**src/rtl/sc_levels_pkg.sv**
```systemverilog
// Shared definitions for the Road Fighter level controller: FSM state
// encodings and default parameter values.
package sc_levels_pkg;

    typedef enum logic [3:0] {
        ST_RESET    = 4'd0,
        ST_IDLE     = 4'd1,
        ST_CLEAR    = 4'd2,
        ST_LOAD     = 4'd3,
        ST_PLAY     = 4'd4,
        ST_NEXT     = 4'd5,
        ST_DEAD     = 4'd6,
        ST_RESPAWN  = 4'd7,
        ST_GAMEOVER = 4'd8,
        ST_WIN      = 4'd9
    } state_e;

    localparam int unsigned DEF_NUM_LEVELS      = 4;
    localparam int unsigned DEF_LEVEL_W         = 3;
    localparam int unsigned DEF_OBJ_W           = 8;
    localparam int unsigned DEF_OBJ_TARGET_BASE = 20;
    localparam int unsigned DEF_OBJ_TARGET_STEP = 10;
    localparam int unsigned DEF_LIVES           = 3;
    localparam int unsigned DEF_LIVES_W         = 2;
    localparam int unsigned DEF_DEAD_HOLD       = 25_000_000;
    localparam int unsigned DEF_HOLD_W          = 25;

endpackage

```
**src/rtl/sc_counter_hold.sv**
```systemverilog
// Loadable down-counter with zero flag, used to time the DEAD hold.
// Ports: clk, rst (sync, active high), load/load_val (load has priority),
//        dec (decrement while non-zero), zero_c (count is zero).
module sc_counter_hold
    import sc_levels_pkg::*;
#(
    parameter int unsigned W = DEF_HOLD_W
) (
    input  logic         clk,
    input  logic         rst,
    input  logic         load,
    input  logic [W-1:0] load_val,
    input  logic         dec,
    output logic         zero_c
);

    logic [W-1:0] count_q, count_d;

    // Next count: load wins, decrement saturates at zero
    always_comb begin
        count_d = count_q;
        if (load) begin
            count_d = load_val;
        end else if (dec && (count_q != '0)) begin
            count_d = count_q - W'(1);
        end
    end

    always_ff @(posedge clk) begin
        if (rst) begin
            count_q <= '0;
        end else begin
            count_q <= count_d;
        end
    end

    assign zero_c = (count_q == '0);

endmodule

```
**src/rtl/sc_statemachine_level_ctrl.sv**
```systemverilog
// Game-level controller: start, per-level load, play, death/respawn with a
// lives budget, level advance on object target, game-over and win.
// Ports: 50 MHz clock, sync active-high reset, start button (low), collision
//        flag, fuel comparator (low), object count, loader done; outputs are
//        clear/load strobes (low), level, lives and four status flags.
module sc_statemachine_level_ctrl
    import sc_levels_pkg::*;
#(
    parameter int unsigned NUM_LEVELS      = DEF_NUM_LEVELS,
    parameter int unsigned LEVEL_W         = DEF_LEVEL_W,
    parameter int unsigned OBJ_W           = DEF_OBJ_W,
    parameter int unsigned OBJ_TARGET_BASE = DEF_OBJ_TARGET_BASE,
    parameter int unsigned OBJ_TARGET_STEP = DEF_OBJ_TARGET_STEP,
    parameter int unsigned LIVES           = DEF_LIVES,
    parameter int unsigned LIVES_W         = DEF_LIVES_W,
    parameter int unsigned DEAD_HOLD       = DEF_DEAD_HOLD,
    parameter int unsigned HOLD_W          = DEF_HOLD_W
) (
    input  logic               SC_STATEMACHINE_LEVELCTRL_CLOCK_50,
    input  logic               SC_STATEMACHINE_LEVELCTRL_RESET_InHigh,
    input  logic               SC_STATEMACHINE_LEVELCTRL_startButton_InLow,
    input  logic               SC_STATEMACHINE_LEVELCTRL_DeadFlag_InHigh,
    input  logic               SC_STATEMACHINE_LEVELCTRL_DeadComparator_InLow,
    input  logic [OBJ_W-1:0]   SC_STATEMACHINE_LEVELCTRL_ObjCount,
    input  logic               SC_STATEMACHINE_LEVELCTRL_loadDone_InHigh,
    output logic               SC_STATEMACHINE_LEVELCTRL_clear_OutLow,
    output logic               SC_STATEMACHINE_LEVELCTRL_load_OutLow,
    output logic [LEVEL_W-1:0] SC_STATEMACHINE_LEVELCTRL_Level,
    output logic [LIVES_W-1:0] SC_STATEMACHINE_LEVELCTRL_Lives,
    output logic               SC_STATEMACHINE_LEVELCTRL_Playing,
    output logic               SC_STATEMACHINE_LEVELCTRL_Dead,
    output logic               SC_STATEMACHINE_LEVELCTRL_GameOver,
    output logic               SC_STATEMACHINE_LEVELCTRL_Win
);

    localparam int unsigned TGT_W = OBJ_W + LEVEL_W;
    localparam logic [TGT_W-1:0] TGT_MAX = {{LEVEL_W{1'b0}}, {OBJ_W{1'b1}}};

    logic clk, rst, start_n, died, reached;
    assign clk     = SC_STATEMACHINE_LEVELCTRL_CLOCK_50;
    assign rst     = SC_STATEMACHINE_LEVELCTRL_RESET_InHigh;
    assign start_n = SC_STATEMACHINE_LEVELCTRL_startButton_InLow;

    state_e             state_q, state_d;
    logic [LEVEL_W-1:0] level_q, level_d;
    logic [LIVES_W-1:0] lives_q, lives_d;
    logic               armed_q, armed_d;
    logic               clear_n_q, clear_n_d, load_n_q, load_n_d;
    logic               playing_q, playing_d, dead_q, dead_d;
    logic               gameover_q, gameover_d, win_q, win_d;
    logic               hold_load, hold_dec, hold_zero;
    logic [TGT_W-1:0]   target_raw, target_sat;

    // Object target for the current level, saturated to the count range
    always_comb begin
        target_raw = TGT_W'(OBJ_TARGET_BASE)
                   + TGT_W'(level_q - LEVEL_W'(1)) * TGT_W'(OBJ_TARGET_STEP);
        target_sat = (target_raw > TGT_MAX) ? TGT_MAX : target_raw;
    end

    assign died    = SC_STATEMACHINE_LEVELCTRL_DeadFlag_InHigh
                   | ~SC_STATEMACHINE_LEVELCTRL_DeadComparator_InLow;
    assign reached = (TGT_W'(SC_STATEMACHINE_LEVELCTRL_ObjCount) >= target_sat);

    sc_counter_hold #(.W(HOLD_W)) u_hold (
        .clk      (clk),
        .rst      (rst),
        .load     (hold_load),
        .load_val (HOLD_W'(DEAD_HOLD - 1)),
        .dec      (hold_dec),
        .zero_c   (hold_zero)
    );

    // Next state, counters and registered output values
    always_comb begin
        state_d   = state_q;
        level_d   = level_q;
        lives_d   = lives_q;
        armed_d   = 1'b0;
        hold_load = 1'b0;
        hold_dec  = 1'b0;
        case (state_q)
            ST_RESET: state_d = ST_IDLE;
            ST_IDLE: begin
                if (!start_n) state_d = ST_CLEAR;
            end
            ST_CLEAR: begin
                level_d = LEVEL_W'(1);
                lives_d = LIVES_W'(LIVES);
                state_d = ST_LOAD;
            end
            ST_LOAD: begin
                if (SC_STATEMACHINE_LEVELCTRL_loadDone_InHigh) state_d = ST_PLAY;
            end
            ST_PLAY: begin
                // Death outranks reaching the target in the same cycle
                if (died) begin
                    lives_d   = lives_q - LIVES_W'(1);
                    hold_load = 1'b1;
                    state_d   = ST_DEAD;
                end else if (reached) begin
                    state_d = (level_q == LEVEL_W'(NUM_LEVELS)) ? ST_WIN : ST_NEXT;
                end
            end
            ST_NEXT: begin
                level_d = level_q + LEVEL_W'(1);
                state_d = ST_LOAD;
            end
            ST_DEAD: begin
                if (hold_zero) begin
                    state_d = (lives_q == '0) ? ST_GAMEOVER : ST_RESPAWN;
                end else begin
                    hold_dec = 1'b1;
                end
            end
            ST_RESPAWN: state_d = ST_LOAD;
            ST_GAMEOVER, ST_WIN: begin
                // Restart only on a press that follows a seen release
                armed_d = armed_q | start_n;
                if (armed_q && !start_n) begin
                    armed_d = 1'b0;
                    state_d = ST_CLEAR;
                end
            end
            default: state_d = ST_RESET;
        endcase

        clear_n_d  = !(state_d inside {ST_CLEAR, ST_NEXT, ST_RESPAWN});
        load_n_d   = (state_d != ST_LOAD);
        playing_d  = (state_d == ST_PLAY);
        dead_d     = (state_d == ST_DEAD);
        gameover_d = (state_d == ST_GAMEOVER);
        win_d      = (state_d == ST_WIN);
    end

    always_ff @(posedge clk) begin
        if (rst) begin
            state_q    <= ST_RESET;
            level_q    <= LEVEL_W'(1);
            lives_q    <= LIVES_W'(LIVES);
            armed_q    <= 1'b0;
            clear_n_q  <= 1'b1;
            load_n_q   <= 1'b1;
            playing_q  <= 1'b0;
            dead_q     <= 1'b0;
            gameover_q <= 1'b0;
            win_q      <= 1'b0;
        end else begin
            state_q    <= state_d;
            level_q    <= level_d;
            lives_q    <= lives_d;
            armed_q    <= armed_d;
            clear_n_q  <= clear_n_d;
            load_n_q   <= load_n_d;
            playing_q  <= playing_d;
            dead_q     <= dead_d;
            gameover_q <= gameover_d;
            win_q      <= win_d;
        end
    end

    assign SC_STATEMACHINE_LEVELCTRL_clear_OutLow = clear_n_q;
    assign SC_STATEMACHINE_LEVELCTRL_load_OutLow  = load_n_q;
    assign SC_STATEMACHINE_LEVELCTRL_Level        = level_q;
    assign SC_STATEMACHINE_LEVELCTRL_Lives        = lives_q;
    assign SC_STATEMACHINE_LEVELCTRL_Playing      = playing_q;
    assign SC_STATEMACHINE_LEVELCTRL_Dead         = dead_q;
    assign SC_STATEMACHINE_LEVELCTRL_GameOver     = gameover_q;
    assign SC_STATEMACHINE_LEVELCTRL_Win          = win_q;

endmodule

```
**config.mk**
```make
export PLATFORM = sky130hd
export DESIGN_NAME = sc_statemachine_level_ctrl
export DESIGN_NICKNAME = d
export VERILOG_FILES = /design/src/rtl/sc_levels_pkg.sv /design/src/rtl/sc_counter_hold.sv /design/src/rtl/sc_statemachine_level_ctrl.sv
export SDC_FILE = /design/constraint.sdc
export NUM_CORES = 1
export LEC_CHECK = 0
export ABC_AREA = 1
export CORE_MARGIN = 1
export CORE_UTILIZATION = 42
export DETAILED_ROUTE_END_ITERATION = 8
export PLACE_DENSITY = 0.75
export SLEW_MARGIN = 20
export SYNTH_ARGS = -nofsm -noshare
export SYNTH_HDL_FRONTEND = slang
export SYNTH_HIERARCHICAL = 1
export SYNTH_SLANG_ARGS = --single-unit
```
**constraint.sdc**
```tcl
create_clock -name SC_STATEMACHINE_LEVELCTRL_CLOCK_50 -period 3.9 [get_ports SC_STATEMACHINE_LEVELCTRL_CLOCK_50]
set_clock_uncertainty 0.15 [all_clocks]
set_input_delay 1.17 -clock SC_STATEMACHINE_LEVELCTRL_CLOCK_50 [delete_from_list [all_inputs] [get_ports SC_STATEMACHINE_LEVELCTRL_CLOCK_50]]
set_output_delay 1.17 -clock SC_STATEMACHINE_LEVELCTRL_CLOCK_50 [all_outputs]
set_load 0.005 [all_outputs]
```
-- Word-level counts from Yosys, hierarchy flattened
Index checks and enable logic that the tools add are counted.
- logic and storage cells: 79
- register bits: 41
- output and inout port bits: 11
- input port bits: 14
- magnitude comparators: 2
- mux-type cells: 19
- reduce and logical (&&, ||, !) cells: 17
- add/subtract/negate cells: 5
- bitwise logic cells: 4
- equality and inequality tests: 19
- multipliers: 1
- operator list (cell ; count):
    2-to-1 mux 25 bit ; 2
    == test 4 x 3 -> 1 bit (second input constant) ; 8
    2-to-1 mux 4 bit ; 8
    one-hot mux 4 bit (7 select lines) ; 1
    zero test 25 bit ; 1
    nonzero test 25 bit ; 1
    subtractor 25 x 1 -> 25 bit (second input constant) ; 1
    == test 4 bit (second input constant) ; 4
    == test 4 x 2 -> 1 bit (second input constant) ; 3
    adder 5 x 11 -> 11 bit (first input constant) ; 1
    greater-or-equal comparator 8 x 11 -> 1 bit ; 1
    greater-than comparator 11 x 8 -> 1 bit (second input constant) ; 1
    multiplier 11 x 3 -> 10 bit (second input constant) ; 1
    2-to-1 mux 11 bit ; 1
    one-hot mux 3 bit (2 select lines) ; 1
    nonzero test 2 bit ; 3
    OR reduction 3 bit ; 2
    == test 4 x 1 -> 1 bit (second input constant) ; 1
    zero test 4 bit ; 1
    2-to-1 mux 1 bit ; 4
    inequality test 4 x 2 -> 1 bit (second input constant) ; 1
    one-hot mux 2 bit (2 select lines) ; 1
    OR reduction 2 bit ; 2
    subtractor 3 x 1 -> 4 bit (second input constant) ; 1
    12 further kinds ; 16

-- Longest topological paths before layout
- word-level depth: 12
- mapped depth: 26
- mapped depth without buffers: 26

-- Modules after synthesis
Netlist, hierarchy kept.
- modules (own cells, without submodules) (module ; instances ; cells an instance ; area each (µm²) ; sequential area each (µm²)):
    sc_counter_hold ; 1 ; 336 ; 2015.7 ; 500.5
    sc_statemachine_level_ctrl ; 1 ; 200 ; 1340.0 ; 320.3

-- Least setup slack after synthesis
No wires, ideal clock.
- path type: flip-flop to flip-flop
- start: register level_q[0] (netlist: SC_STATEMACHINE_LEVELCTRL_Level[0])
- end: register clear_n_q (netlist: SC_STATEMACHINE_LEVELCTRL_clear_OutLow)
- cell stages (with the launch flop): 24
- buffers on the path: 0
- required time: 3.641 ns
- arrival: 3.595 ns
- library setup time: 0.109 ns
- slack: 0.046 ns
- clock period less this slack: 3.854 ns
- cell sequence: dfxtp_1 -> inv_1 -> ha_1 -> inv_1 -> ha_1 -> ha_1 -> fa_1 -> xnor2_1 -> nand3b_1 -> nand2_1 -> inv_1 -> nor2_1 -> ha_1 -> nand2_1 -> nor2_1 -> nand2_1 -> nor2_1 -> nor2_1 -> nand3_1 -> nand3_1 -> a21oi_1 -> nand3_1 -> nand2_1 -> inv_1
- cells in the longest elaborated chain, start to end: 12
- elaborated cells between the ends (all ways): 16
- those cells by class: add/sub: 2; mul: 1; order compare: 2; eq/ne: 4; mux: 5; reduce/logical: 2
- RTL lines (element ; line ; RTL):
    start: declaration ; sc_statemachine_level_ctrl.sv:45 ; logic [LEVEL_W-1:0] level_q, level_d;
    start signal: assignment ; sc_statemachine_level_ctrl.sv:150 ; level_q <= level_d;
    subtractor 3 x 1 -> 4 bit ; sc_statemachine_level_ctrl.sv:57 ; + TGT_W'(level_q - LEVEL_W'(1)) * TGT_W'(OBJ_TARGET_STEP);
    multiplier 11 x 3 -> 10 bit ; sc_statemachine_level_ctrl.sv:57 ;
    adder 5 x 11 -> 11 bit ; sc_statemachine_level_ctrl.sv:57 ;
    greater-than comparator 11 x 8 -> 1 bit ; sc_statemachine_level_ctrl.sv:58 ; target_sat = (target_raw > TGT_MAX) ? TGT_MAX : target_raw;
    2-to-1 mux 11 bit ; sc_statemachine_level_ctrl.sv:58 ;
    greater-or-equal comparator 8 x 11 -> 1 bit ; sc_statemachine_level_ctrl.sv:63 ; assign reached = (TGT_W'(SC_STATEMACHINE_LEVELCTRL_ObjCount) >= target_sat);
    2-to-1 mux 4 bit (*) ; sc_statemachine_level_ctrl.sv:101 ; end else if (reached) begin
    2-to-1 mux 4 bit (*) ; sc_statemachine_level_ctrl.sv:97 ; if (died) begin
    one-hot mux 4 bit (7 select lines) (*) ; sc_statemachine_level_ctrl.sv:82 ; case (state_q)
    == test 4 x 2 -> 1 bit / == test 4 x 3 -> 1 bit (equally long branches) ; sc_statemachine_level_ctrl.sv:128 ; clear_n_d = !(state_d inside {ST_CLEAR, ST_NEXT, ST_RESPAWN});
    nonzero test 3 bit (*) ; sc_statemachine_level_ctrl.sv:128 ;
    zero test 1 bit (*) ; sc_statemachine_level_ctrl.sv:128 ;
    end signal: assignment ; sc_statemachine_level_ctrl.sv:153 ; clear_n_q <= clear_n_d;
    end: declaration ; sc_statemachine_level_ctrl.sv:48 ; logic clear_n_q, clear_n_d, load_n_q, load_n_d;
Every way passes the cells marked *; elsewhere a longest branch is shown, timed or not.
A chain may end at the register's enable or synchronous reset.

-- Worst setup path in the final report
Same ends and word-level chain as after synthesis.

==> metrics <==
Top cell by count, worst path nand2_1; nets roughly 620; DR iter-0 viols 200; Netlist cell types 38; CP max FO 6; period utilization 96.0%; crit path kind reg -> reg; mean post-synth cell area 6.26 µm²; fillcell total 740; GRT Total Usage 20.7%; Initial DRT Pass Iterations 4; Max VDD drop 0.121 mV; worst setup margin approximately 150 ps; Chip Width 91.4 µm; CP Capture Type flip-flop; CP Buf/Inv Count 5; reg-to-reg slack, setup 150 ps; relative slew slack about 50%; ANT cells 0; worst stage delay on the critical path between 500 and 600 ps; Initial Utilization a little over two fifths; largest net degree at the start of global routing 18; Reg-to-Reg End SC_STATEMACHINE_LEVELCTRL_clear_OutLow; CTS max path bufs 2; Worst-Margin Slew 748 ps; total gr overflow 0; most frequent cells in the layout nand2_1, nor2_1, inv_1, nand3_1, dfxtp_1; #FFs+latches synth 41; routability cong. 0.852; Final min period 3750 ps; Sw Pwr slightly above 300 µW; most common cell after layout, fill and taps aside nand2_1; die area approximately 0.0084 mm²; clock root buffer clkbuf_8; Comb power frac 25.8%; P per Cell Area about 240 mW/mm²; total number of vias 3342; P_int 667 µW; Worst Hold End SC_STATEMACHINE_LEVELCTRL_Lives[1]; WHS Path Cells 2; hold slack 355 ps; per-cell routed wire length 11.5 µm; origin of the worst min-delay path SC_STATEMACHINE_LEVELCTRL_Lives[1]; DRC errors left 0; TritonCTS clock tree built; run status complete, no violations; Slowest-stage cell, CP fa_2; DPL Wire Length slightly above 6000 µm; CTS hold repair buffers 0; mapped cell area 0.00336 mm²; htree depth 2; Fmax 267 MHz; vias per inst approximately 4.8; WP data arrival 3790 ps; setup TNS 0 ps; Seq pwr share 45.2%; global-route wire length before repair 14300 µm; input/output buffers 24; Switching Share 31.6%; yosys warns 6; CP top delay family adder cells; post-synthesis sequential area ratio 24.5%; Inserted Clock Buffers 5; number of global-route vias before repair 3328; CTS sink cnt 41; power share of the clock group 29.0%; count of pins over their slew limit 0; initial antenna violation count 0; startpoint types flip-flop; final setup fails 0; share of layout cells above drive strength 1 18.0%; Hold Vio Cnt, Final 0; Post-DRT Antenna Nets 0; Worst Path Required 3950 ps; Syn Inst Count between 500 and 600; row cnt 32; min-delay worst type reg -> reg; worst slack, placed -245 ps; P_leak 0.00196 µW; clk_lat worst skew 290 ps; CTS clk-pin slew, worst paths approximately 70 ps; WL final 7970 µm; Core Region 0.00773 mm²; # IOs 25; cells on worst reg2reg path 25; Die Y around 90 µm; r2r startpoint SC_STATEMACHINE_LEVELCTRL_Level[0]; Area Overhead vs Synth 21.5%; MaxCap Viol Count 0
## state kept, by name, summed over array words and instances (netlist names)
signal,cells
SC_STATEMACHINE_LEVELCTRL_Lives,2
SC_STATEMACHINE_LEVELCTRL_clear_OutLow,1
SC_STATEMACHINE_LEVELCTRL_GameOver,1
u_hold/count_q,25
SC_STATEMACHINE_LEVELCTRL_load_OutLow,1
SC_STATEMACHINE_LEVELCTRL_Playing,1
armed_q,1
SC_STATEMACHINE_LEVELCTRL_Dead,1
state_q,4
SC_STATEMACHINE_LEVELCTRL_Win,1
SC_STATEMACHINE_LEVELCTRL_Level,3
## metal layers
metal	part of all wire, %	wire [µm]	track usage (%)
met5	0	0	0
met4	0.75	60	4.76
met3	3.5	281	2.76
met2	49	3880	38.0
met1	47	3750	25.2
## layout make-up
| class | count | area (µm²) | area share [%] |
|---|---|---|---|
| well taps | 102 | 128 | 3.13 |
| multi-input cells | 435 | 2430 | 59.6 |
| clock buffers | 7 | 86.3 | 2.12 |
| repair buffers | 37 | 342 | 8.38 |
| inverters | 70 | 268 | 6.57 |
| flip-flops and latches | 41 | 823 | 20.2 |
## synth_stat cells (all sizes together)
cell type,instances,share of area (%)
nor3,11,3.1
or2,3,0.56
buf,5,1.3
dfxtp,41,24
o21ai,15,2.2
ha,19,7.1
nand3,47,7.7
o22ai,1,0.19
nor4,1,0.63
nand4,13,2.6
fa,1,0.60
clkbuf,8,0.89
a21oi,22,4.5
nand3b,2,0.45
nor2,105,14
conb,2,0.22
nand2,160,19
xnor2,4,1.0
inv,70,7.9
o211ai,2,0.45
xor2,4,1.0
## logic make-up after synthesis
kind of cell,synth area share [%]
simple gates,48.1
buf+inv,10.1
flops,24.5
compound gates,7.38
fa+ha+maj,7.68
xor+xnor,2.09
other cells,0.224
## worst min-delay path, cell delays in order, from the launching register on
cell and delay (ps):
dfxtp_1 310, inv_1 60, o21ai_0 80
## power groups by stage
stage | clock network [µW] | registers, µW | logic (µW)
global placement | 0 | 451 | 233
finish | 283 | 442 | 252
detailed placement | 0 | 451 | 239
floorplan | 0 | 446 | 187
CTS | 289 | 441 | 242
global route | 307 | 443 | 291
## worst max path at each step
stage | from | to | slack [ps] | depth (start not counted)
finish | SC_STATEMACHINE_LEVELCTRL_Level[0] | SC_STATEMACHINE_LEVELCTRL_clear_OutLow | 150 | 25
global route | SC_STATEMACHINE_LEVELCTRL_Level[0] | SC_STATEMACHINE_LEVELCTRL_clear_OutLow | -60 | 25
CTS | SC_STATEMACHINE_LEVELCTRL_Level[0] | SC_STATEMACHINE_LEVELCTRL_clear_OutLow | 3 | 23
detailed placement | SC_STATEMACHINE_LEVELCTRL_Level[0] | SC_STATEMACHINE_LEVELCTRL_clear_OutLow | -250 | 25
global placement | SC_STATEMACHINE_LEVELCTRL_Level[0] | SC_STATEMACHINE_LEVELCTRL_clear_OutLow | -1 | 25
floorplan | SC_STATEMACHINE_LEVELCTRL_Level[0] | SC_STATEMACHINE_LEVELCTRL_clear_OutLow | 50 | 23
## through the flow
stage	cell area, µm²	utilization [%]	power (µW)	cells
floorplan	3440	-	633	559
global placement	3810	49.3	685	682
detailed placement	3810	49.3	690	682
CTS	3930	50.8	972	689
global route	4080	52.8	1040	692
finish	4080	52.8	976	692
## what timing repair did
item	4_1_cts	5_1_grt
setup endpoints to repair	6	9
pin swaps	1	19
setup buffers	0	3
gates resized for setup	8	31
No activity file was read; power rests on OpenSTA's default activity.
